--- src/rtl/mux_arb_n_pkg.sv ---
// Shared constants and helpers for the N-channel registered selector/arbiter.
// Mode codes and the wrapping channel-index increment live here.
package mux_pkg;

    localparam logic MODE_DIRECT = 1'b0;
    localparam logic MODE_RR     = 1'b1;

    // Next channel after idx in an n-channel ring; n need not be a power of two.
    function automatic int unsigned wrap_inc(input int unsigned idx, input int unsigned n);
        if (idx >= n - 1)
            return 0;
        else
            return idx + 1;
    endfunction

endpackage

--- src/rtl/mux_arb_n_rr_arbiter.sv ---
// Combinational round-robin arbiter: first requester at or above ptr, wrapping.
// The request vector is doubled and masked below ptr so one scan covers the wrap.
module rr_arbiter #(
    parameter int N  = 8,
    parameter int SW = $clog2(N)
) (
    input  logic [N-1:0]  req,
    input  logic [SW-1:0] ptr,
    output logic [N-1:0]  grant_oh,
    output logic [SW-1:0] grant_idx,
    output logic          any
);
    import mux_pkg::*;

    logic [2*N-1:0] req2;
    logic [2*N-1:0] mask2;
    logic [2*N-1:0] masked;
    int             win;

    always_comb begin
        req2   = {req, req};
        mask2  = {{N{1'b0}}, {N{1'b1}}} << ptr;
        masked = req2 & mask2;
    end

    always_comb begin
        any = 1'b0;
        win = 0;
        for (int j = 0; j < 2 * N; j++) begin
            if (!any && masked[j]) begin
                any = 1'b1;
                win = (j >= N) ? (j - N) : j;
            end
        end
    end

    always_comb begin
        grant_idx = SW'(win);
        grant_oh  = any ? (N'(1) << win) : '0;
    end

endmodule

--- src/rtl/mux_arb_n.sv ---
// N-channel, W-bit registered multiplexer with direct-select and round-robin
// modes, delivering the chosen word through a one-entry valid/ready register.
module mux_arb_n #(
    parameter int N  = 8,
    parameter int W  = 8,
    parameter int SW = $clog2(N)
) (
    input  logic           clk,
    input  logic           rst_n,
    input  logic           en_l,
    input  logic           mode,
    input  logic [SW-1:0]  sel,
    input  logic [N-1:0]   in_valid,
    input  logic [N*W-1:0] in_data,
    output logic [N-1:0]   in_ready,
    output logic           out_valid,
    output logic [W-1:0]   out_data,
    output logic [SW-1:0]  out_ch,
    input  logic           out_ready
);
    import mux_pkg::*;

    logic [SW-1:0] ptr;
    logic [N-1:0]  rr_oh;
    logic [SW-1:0] rr_idx;
    logic          rr_any;

    logic          dir_any;
    logic          grant_any;
    logic [SW-1:0] grant_idx;
    logic [W-1:0]  sel_data;
    logic          load;

    logic          vld_p0;
    logic [W-1:0]  data_p0;
    logic [SW-1:0] ch_p0;

    rr_arbiter #(
        .N  (N),
        .SW (SW)
    ) u_rr (
        .req       (in_valid),
        .ptr       (ptr),
        .grant_oh  (rr_oh),
        .grant_idx (rr_idx),
        .any       (rr_any)
    );

    // Direct select: codes at or above N match no channel and so never grant.
    always_comb begin
        dir_any = 1'b0;
        for (int i = 0; i < N; i++) begin
            if (sel == SW'(i) && in_valid[i])
                dir_any = 1'b1;
        end
    end

    always_comb begin
        if (mode == MODE_RR) begin
            grant_any = rr_any;
            grant_idx = rr_idx;
        end else begin
            grant_any = dir_any;
            grant_idx = sel;
        end
    end

    always_comb begin
        sel_data = '0;
        for (int i = 0; i < N; i++) begin
            if (grant_idx == SW'(i))
                sel_data = in_data[i*W +: W];
        end
    end

    // A slot is free when empty or being drained this cycle; nothing accepts in reset.
    always_comb begin
        load     = rst_n && !en_l && (!vld_p0 || out_ready) && grant_any;
        in_ready = load ? (N'(1) << grant_idx) : '0;
    end

    // Stage p0: output register and round-robin pointer
    always_ff @(posedge clk) begin
        if (!rst_n) begin
            vld_p0  <= 1'b0;
            data_p0 <= '0;
            ch_p0   <= '0;
            ptr     <= '0;
        end else begin
            if (load) begin
                vld_p0  <= 1'b1;
                data_p0 <= sel_data;
                ch_p0   <= grant_idx;
            end else if (out_ready) begin
                vld_p0  <= 1'b0;
            end
            if (load && mode == MODE_RR)
                ptr <= SW'(wrap_inc(32'(grant_idx), N));
        end
    end

    always_comb begin
        out_valid = vld_p0;
        out_data  = data_p0;
        out_ch    = ch_p0;
    end

endmodule
--- config.mk ---
export PLATFORM = sky130hd
export DESIGN_NAME = mux_arb_n
export DESIGN_NICKNAME = d
export VERILOG_FILES = /design/src/rtl/mux_arb_n_pkg.sv /design/src/rtl/mux_arb_n_rr_arbiter.sv /design/src/rtl/mux_arb_n.sv
export SDC_FILE = /design/constraint.sdc
export NUM_CORES = 1
export LEC_CHECK = 0
export CAP_MARGIN = 20
export CORE_MARGIN = 4
export CORE_UTILIZATION = 44
export CTS_CLUSTER_SIZE = 8
export DETAILED_ROUTE_END_ITERATION = 16
export PLACE_DENSITY = 0.87
export SYNTH_ARGS = -nofsm -noshare
export SYNTH_HDL_FRONTEND = slang
export SYNTH_HIERARCHICAL = 1
export SYNTH_SLANG_ARGS = --single-unit
--- constraint.sdc ---
create_clock -name clk -period 5.5 [get_ports clk]
set_input_delay 0.825 -clock clk [delete_from_list [all_inputs] [get_ports clk]]
set_output_delay 0.825 -clock clk [all_outputs]
set_load 0.005 [all_outputs]
Word-level counts from Yosys, hierarchy flattened --
Cells that the tools add are included.
Cells by class: magnitude comparators 1, reductions and logical operators 48, shift operators 2, eq/ne operators 14, multiplexer cells 53, bitwise gates (word level) 1, add/sub/neg operators 1
Operators by type and width (number):
- $mux W8 | 9
- $mux W3 | 14
- $mux W1 | 28
- $logic_and A1 B1 Y1 | 27
- $eq A3 B3 Y1 const B | 8
- $logic_not A1 Y1 | 17
- $and A16 B16 Y16 | 1
- $shl A8 B3 Y16 const A | 1
- $eq A3 B2 Y1 const B | 4
- $shl A1 B3 Y8 const A | 1
- $eq A3 B1 Y1 const B | 2
- $logic_not A3 Y1 | 2
- $mux W2 | 2
- $add A3 B1 Y3 const B | 1
- $ge A3 B3 Y1 const B | 1
- $reduce_bool A2 Y1 | 1
- $logic_or A1 B1 Y1 | 1
Word-level totals: word-level logic and storage cells 124, input port bits 80, bits in registers 15

Longest topological paths before layout --
Gate-level depths: netlist (run 1).
depth in word-level cells 58, gate-level depth with buffers 17, gate-level depth less buffers 14

Cells and area by module --
Netlist (run 1), hierarchy kept.
Modules (own cells, without submodules):
- mux_arb_n | instances 1, cells an instance 185, seq. area each 300.3 um2, area an instance 1505.2 um2
- rr_arbiter | instances 1, cells an instance 70, seq. area each 0.0 um2, area an instance 469.2 um2

Least setup slack after synthesis (run 1) --
No wires, ideal clock.
kind input to output, start input port in_valid[4], end output port in_ready[7], path buffers 2, setup slack 1419 ps, data required time 4675 ps, cell stages on the path 11, data arrival time 3256 ps, cells stage by stage or2_1 -> a31oi_1 -> and4_4 -> or3b_4 -> nand2_1 -> mux2i_4 -> inv_2 -> clkbuf_1 -> ha_1 -> clkbuf_1 -> and3_1
Between the ends: cells in the longest elaborated chain, start to end 39, elaborated cells on any way between the ends 58, classes of those cells 1 x shift; 31 x mux; 1 x bitwise; 25 x reduce/logical
RTL lines:
- start, declared | line mux_arb_n.sv:13 | input logic [N-1:0] in_valid,
- $and A16 B16 Y16 (*) | line mux_arb_n_rr_arbiter.sv:23 | masked = req2 & mask2;
- $logic_and A1 B1 Y1 | line mux_arb_n_rr_arbiter.sv:30 | if (!any && masked[j]) begin
- $mux W1 | line mux_arb_n_rr_arbiter.sv:30
- $logic_not A1 Y1 | line mux_arb_n_rr_arbiter.sv:30
- $logic_and A1 B1 Y1 | line mux_arb_n_rr_arbiter.sv:30
- $mux W1 | line mux_arb_n_rr_arbiter.sv:30
- $logic_not A1 Y1 | line mux_arb_n_rr_arbiter.sv:30
- $logic_and A1 B1 Y1 | line mux_arb_n_rr_arbiter.sv:30
- [25 not listed]
- $logic_not A1 Y1 | line mux_arb_n_rr_arbiter.sv:30
- $logic_and A1 B1 Y1 | line mux_arb_n_rr_arbiter.sv:30
- $mux W3 (*) | line mux_arb_n_rr_arbiter.sv:30
- net rr_idx[2] | line mux_arb_n.sv:25 | logic [SW-1:0] rr_idx;
- $mux W3 (*) | line mux_arb_n.sv:59 | if (mode == MODE_RR) begin
- net grant_idx[2] | line mux_arb_n.sv:30 | logic [SW-1:0] grant_idx;
- $shl A1 B3 Y8 (*) | line mux_arb_n.sv:79 | in_ready = load ? (N'(1) << grant_idx) : '0;
- $mux W8 (*) | line mux_arb_n.sv:79
- end, declared | line mux_arb_n.sv:15 | output logic [N-1:0] in_ready,
Mark *: on every way through the listed nets, which the timed path passes. The rest lies on a longest branch.

Worst setup path in the final report (run 1) --
start input port in_valid[2], end output port in_ready[6]
Between the ends: cells in the longest elaborated chain, start to end 45, elaborated cells on any way between the ends 68, classes of those cells 1 x shift; 37 x mux; 1 x bitwise; 29 x reduce/logical
RTL lines (line):
- $and A16 B16 Y16 (*) | mux_arb_n_rr_arbiter.sv:23
- $logic_and A1 B1 Y1 | mux_arb_n_rr_arbiter.sv:30
- $mux W1 | mux_arb_n_rr_arbiter.sv:30
- $logic_not A1 Y1 | mux_arb_n_rr_arbiter.sv:30
- $logic_and A1 B1 Y1 | mux_arb_n_rr_arbiter.sv:30
- $mux W1 | mux_arb_n_rr_arbiter.sv:30
- $logic_not A1 Y1 | mux_arb_n_rr_arbiter.sv:30
- $logic_and A1 B1 Y1 | mux_arb_n_rr_arbiter.sv:30
- [31 not listed]
- $logic_not A1 Y1 | mux_arb_n_rr_arbiter.sv:30
- $logic_and A1 B1 Y1 | mux_arb_n_rr_arbiter.sv:30
- $mux W3 (*) | mux_arb_n_rr_arbiter.sv:30
- net rr_idx[0] | mux_arb_n.sv:25
- $mux W3 (*) | mux_arb_n.sv:59
- net grant_idx[0] | mux_arb_n.sv:30
- $shl A1 B3 Y8 (*) | mux_arb_n.sv:79
- $mux W8 (*) | mux_arb_n.sv:79
Marks and branches as above.

==> results.sh, run 1 <==
export IMPL_die_area_um2=5432
export IMPL_cts_buffers=3
export IMPL_layout_min_cycle_time_ns=4.905
export IMPL_drive_gt1_share_pct=8.459
export IMPL_die_y_um=73.70
export IMPL_crit_chain="clkdlybuf4s50_1, a21boi_1, o21ai_1, and4_4, a221oi_4, inv_1, mux2_2, inv_1, ha_1, and3_1, clkdlybuf4s50_1"
export IMPL_setup_viol=0
export IMPL_post_cts_buffers=0
export IMPL_num_rows=23
export IMPL_finalNonFillerCells=381
export IMPL_hold_viol_final=0
export IMPL_diodes=0
export IMPL_fillCellCount=300
export IMPL_max_slew_margin_pct=52.12
export IMPL_rsz0062_at_grt="no"
export IMPL_top_level_ports=100
export IMPL_slowest_stage="clkdlybuf4s50_1"
export IMPL_grt_pass1_vias=2183
export IMPL_clock_latency_ns=0.25
export IMPL_run_status="completed"
export IMPL_post_synth_inst_count=245
export IMPL_grt_first_pass_wirelength_um=10150
export IMPL_grt_max_degree=19
export IMPL_cts_sinks=15
export IMPL_cts_hold_buffers=0
export IMPL_postSynthAreaPerCell_um2=7.752
export IMPL_cts_tree="built"
export IMPL_path_class="in2out"
export IMPL_cap_violations=0
export IMPL_syn_to_final_growth_pct=53.29
export IMPL_worstMarginPinSlew_ns=0.7183
export IMPL_cellLeakagePower_nw=1.124
export IMPL_hold_path_class="reg2reg"
export IMPL_post_cts_resized=0
export IMPL_antenna_found_initial=0
export IMPL_cp_max_fo=18
export IMPL_drv_slew=0
export IMPL_ant_nets=0
export IMPL_wire_per_inst_um=17.61
export IMPL_cp_required_ns=4.68
export IMPL_place_congestion=1.073
export IMPL_htree_levels=1
export IMPL_critPathArrivalTime_ns=4.08
export IMPL_die_w_um=73.70
export IMPL_initial_core_util_pct=46.48
export IMPL_core_area_um2=4086
export IMPL_setup_tns_ns=0
export IMPL_fin_nets=418
export IMPL_drt_iter0_drc=326
export IMPL_syn_area_um2=1899
export IMPL_drtPass1Iterations=8
export IMPL_grt_total_usage_pct=23.25
export IMPL_utilization_pct=71.25
export IMPL_ys_warn_count=6
export IMPL_totalWireLength_um=6710
export IMPL_drc=0
export IMPL_startpoint_type="input pin"
export IMPL_end_kind="primary output"
export IMPL_vdd_drop_max_mv=0.09132
export IMPL_fin_crit_sh_pct=89.18
export IMPL_cts_root_buffer="clkbuf_8"
export IMPL_vias=2356
export IMPL_port_buffers=99
export IMPL_viasPerCell=6.184
export IMPL_synth_nets=331
export IMPL_dp_hpwl_um=5381
export IMPL_power_density_nw_per_um2=160.5
export IMPL_max_stage_delay_ns=0.59
export IMPL_fin_skew_ns=0.002419
export IMPL_max_freq_mhz=203.9
export IMPL_overflow=0
export IMPL_clockBufferDepth=2
export IMPL_cts_clk_slew_worst_paths_ns=0.06
export IMPL_place_inst=377
-- flip-flops by register name, indices dropped and copies added, names as in the netlist --
| name | cells |
|---|---|
| out_ch | 3 |
| out_data | 8 |
| ptr | 3 |
| out_valid | 1 |
-- routing by layer --
metal | part of all wire (%) | vias to the layer above | track usage (%)
met5 | 0 | - | 0
met4 | 1.4 | 0 | 6.036
met3 | 8.6 | 10 | 3.146
met2 | 48 | 144 | 38.78
met1 | 42 | 1082 | 31.26
li1 | - | 1120 | -
-- cell type report --
cell class | count | area, um^2 | area share, %
flip-flops and latches | 15 | 300.3 | 10.31
clock inverters | 1 | 5.005 | 0.1719
repair buffers | 103 | 1021 | 35.07
well taps | 50 | 62.56 | 2.149
multi-input cells | 188 | 1403 | 48.17
inverters | 21 | 78.83 | 2.707
clock buffers | 3 | 41.29 | 1.418
-- worst max-delay path: cells and delay by family --
family	cells	cell delay (ns)
multiplexers	1	0.30
buffers and inverters	4	1.28
adder cells (fa/ha/maj)	1	0.53
AND/OR/NAND/NOR	2	0.50
AO/OA/AOI/OAI	3	0.63
-- path summary, 6_finish.rpt --
path	cells past startpoint	start	slack, ns	endpoint
max	11	in_valid[2]	0.60	in_ready[6]
min	2	out_data[3]$_SDFFE_PN0P_	0.52	out_data[3]$_SDFFE_PN0P_
max reg2reg	14	ptr[1]$_SDFFE_PN0P_	1.40	out_data[3]$_SDFFE_PN0P_
min reg2reg	2	out_data[3]$_SDFFE_PN0P_	0.52	out_data[3]$_SDFFE_PN0P_
-- where the power goes --
part,switching (mW),internal (mW)
registers,0.00861,0.117
logic,0.119,0.132
clock network,0.0409,0.0502
total,0.169,0.298
-- cells in the final DEF, fill, tap and decap left out, types with 5 or more instances in the layout --
cell type / n
inv_1: 19
or3_1: 6
nand2_1: 16
dfxtp_1: 15
nor2_1: 7
mux2i_1: 9
o22ai_1: 10
o21ai_0: 11
a311oi_2: 5
clkdlybuf4s50_1: 99
ha_1: 6
a22oi_1: 8
a221oi_1: 13
a21oi_1: 16
a22o_1: 8
and3_1: 11
-- through the flow --
stage | setup slack [ns] | power, mW | hold WS [ns] | cell area [um^2]
final | 0.5952 | 0.4673 | 0.5212 | 2912
after floorplan | 1.461 | 0.2669 | 0.4514 | 1899
after global placement | 0.6248 | 0.3726 | 0.4681 | 2865
after detailed placement | 0.6205 | 0.3731 | 0.4851 | 2865
after CTS | 0.6260 | 0.4627 | 0.5215 | 2912
after global routing | 0.3214 | 0.4915 | 0.5498 | 2912
No activity file was read; power rests on OpenSTA's default activity.
==> run 2, diff against run 1 <==
--- a/config.mk
+++ b/config.mk
@@ -10,7 +10,7 @@
 export CORE_UTILIZATION = 44
 export CTS_CLUSTER_SIZE = 8
 export DETAILED_ROUTE_END_ITERATION = 16
-export PLACE_DENSITY = 0.87
+export PLACE_DENSITY_LB_ADDON = 0.15
 export SYNTH_ARGS = -nofsm -noshare
 export SYNTH_HDL_FRONTEND = slang
 export SYNTH_HIERARCHICAL = 1
==> run 2 against run 1 <==
Compared with the run above: largest power group unchanged; clock skew decreased by 0.00061 ns; non-clock buffer count unchanged; register-to-register slack improved by 0.13 ns; wire length decreased by 5.9%; count of clock-buffer cells in the layout increased by 1; via count decreased by 5.1%; first-iteration DRC count decreased by 39%; cell count unchanged.
==> results.sh, run 2 (same netlist as run 1, synthesis figures left out) <==
export IMPL_hold_end="out_data[3]$_SDFFE_PN0P_"
export IMPL_power_density_nw_per_um2=159.0
export IMPL_finalNonFillerCells=381
export IMPL_rsz0062_at_grt="no"
export IMPL_cts_hold_buffers=0
export IMPL_post_cts_resized=0
export IMPL_die_w_um=73.70
export IMPL_cts_sinks=15
export IMPL_viasPerCell=5.866
export IMPL_critPathArrivalTime_ns=4.00
export IMPL_totalWireLength_um=6312
export IMPL_use_met2_pct=38.39
export IMPL_port_buffers=99
export IMPL_initial_core_util_pct=46.48
export IMPL_max_slew_margin_pct=53.20
export IMPL_grt_pass1_vias=2156
export IMPL_setup_viol=0
export IMPL_largest_register_ff_count=8
export IMPL_diodes=0
export IMPL_r2r_start="ptr[1]$_SDFFE_PN0P_"
export IMPL_core_area_um2=4086
export IMPL_htree_levels=1
export IMPL_top_usage_layer="met2"
export IMPL_end_kind="primary output"
export IMPL_cts_buffers=3
export IMPL_cellLeakagePower_nw=1.121
export IMPL_antenna_found_initial=0
export IMPL_drc=0
export IMPL_r2r_cells=14
export IMPL_worstMarginPinSlew_ns=0.7019
export IMPL_grt_first_pass_wirelength_um=9922
export IMPL_num_rows=23
export IMPL_cap_violations=0
export IMPL_drive_gt1_share_pct=8.157
export IMPL_run_status="completed"
export IMPL_setup_tns_ns=0
export IMPL_max_freq_mhz=207.4
export IMPL_drtPass1Iterations=4
export IMPL_cts_clk_slew_worst_paths_ns=0.06
export IMPL_clock_latency_ns=0.25
export IMPL_wire_per_inst_um=16.57
export IMPL_utilization_pct=71.22
export IMPL_grt_max_degree=21
export IMPL_vdd_drop_max_mv=0.08407
export IMPL_dp_hpwl_um=5003
export IMPL_path_class="in2out"
export IMPL_final_common_cell="clkdlybuf4s50_1"
export IMPL_place_inst=377
export IMPL_hold_viol_final=0
export IMPL_use_met3_pct=3.694
export IMPL_startpoint_type="input pin"
export IMPL_cp_required_ns=4.68
export IMPL_drt_iter0_drc=200
export IMPL_ant_nets=0
export IMPL_die_y_um=73.70
export IMPL_fin_crit_sh_pct=87.68
export IMPL_fin_skew_ns=0.001811
export IMPL_min_path_cells=2
export IMPL_die_area_um2=5432
export IMPL_place_congestion=0.8735
export IMPL_layout_min_cycle_time_ns=4.822
export IMPL_worstHoldStart="out_data[3]$_SDFFE_PN0P_"
export IMPL_cts_tree="built"
export IMPL_fin_nets=418
export IMPL_hold_path_class="reg2reg"
export IMPL_grt_use_met1_pct=30.03
export IMPL_r2r_end="out_data[4]$_SDFFE_PN0P_"
export IMPL_post_cts_buffers=0
export IMPL_grt_total_usage_pct=23.11
export IMPL_top_level_ports=100
export IMPL_final_cell_mix="99 x clkdlybuf4s50_1, 19 x inv_1, 16 x nand2_1, 16 x a21oi_1, 15 x dfxtp_1"
export IMPL_drv_slew=0
export IMPL_rrSetupSlack_ns=1.53
export IMPL_cts_root_buffer="clkbuf_8"
export IMPL_syn_to_final_growth_pct=53.23
export IMPL_cp_max_fo=17
export IMPL_vias=2235
export IMPL_clockBufferDepth=2
export IMPL_overflow=0
[run 2: worst max-delay path by stage]
stage	startpoint	to	slack, ns
floorplan	in_valid[4]	in_ready[7]	1.46
global placement	in_valid[2]	in_ready[1]	0.80
detailed placement	in_valid[2]	in_ready[1]	0.75
CTS	in_valid[2]	in_ready[1]	0.72
global route	in_valid[2]	in_ready[5]	0.45
finish	in_valid[2]	in_ready[1]	0.68
[run 2: area by class of cell]
type,count,area (um^2)
multi-input combinational,188,1403
timing repair buffer,103,1021
clock buffer,4,45.04
tap,50,62.56
inverter,21,78.83
fill,357,1176
sequential,15,300.3
[run 2: per-stage QoR]
step	power (mW)	hold slack, ns	setup WS (ns)	instance area (um^2)
global placement	0.3690	0.4588	0.8023	2865
floorplan	0.2669	0.4514	1.461	1899
detailed placement	0.3721	0.4617	0.7485	2865
finish	0.4626	0.4802	0.6776	2910
global route	0.4927	0.5018	0.4546	2910
CTS	0.4615	0.4739	0.7161	2910
[run 2: critical path, cell delays in order]
cell             delay (ns)
clkdlybuf4s50_1        0.60
a21boi_1               0.23
o21ai_1                0.12
and4_4                 0.21
a32oi_1                0.18
inv_1                  0.06
nand2_1                0.05
o21ai_0                0.19
inv_1                  0.18
ha_1                   0.56
and3_1                 0.27
clkdlybuf4s50_1        0.52
[run 2: power breakdown]
part / internal (mW) / switching [mW]
Clock: 0.0513 / 0.0380
Combinational: 0.131 / 0.117
Sequential: 0.117 / 0.00845
[run 2: per-layer routing]
layer | part of all wire, % | up-vias
met2 | 48 | 93
met3 | 7.7 | 10
met1 | 43 | 1014
met4 | 1.6 | 0
li1 | - | 1118
met5 | 0 | -
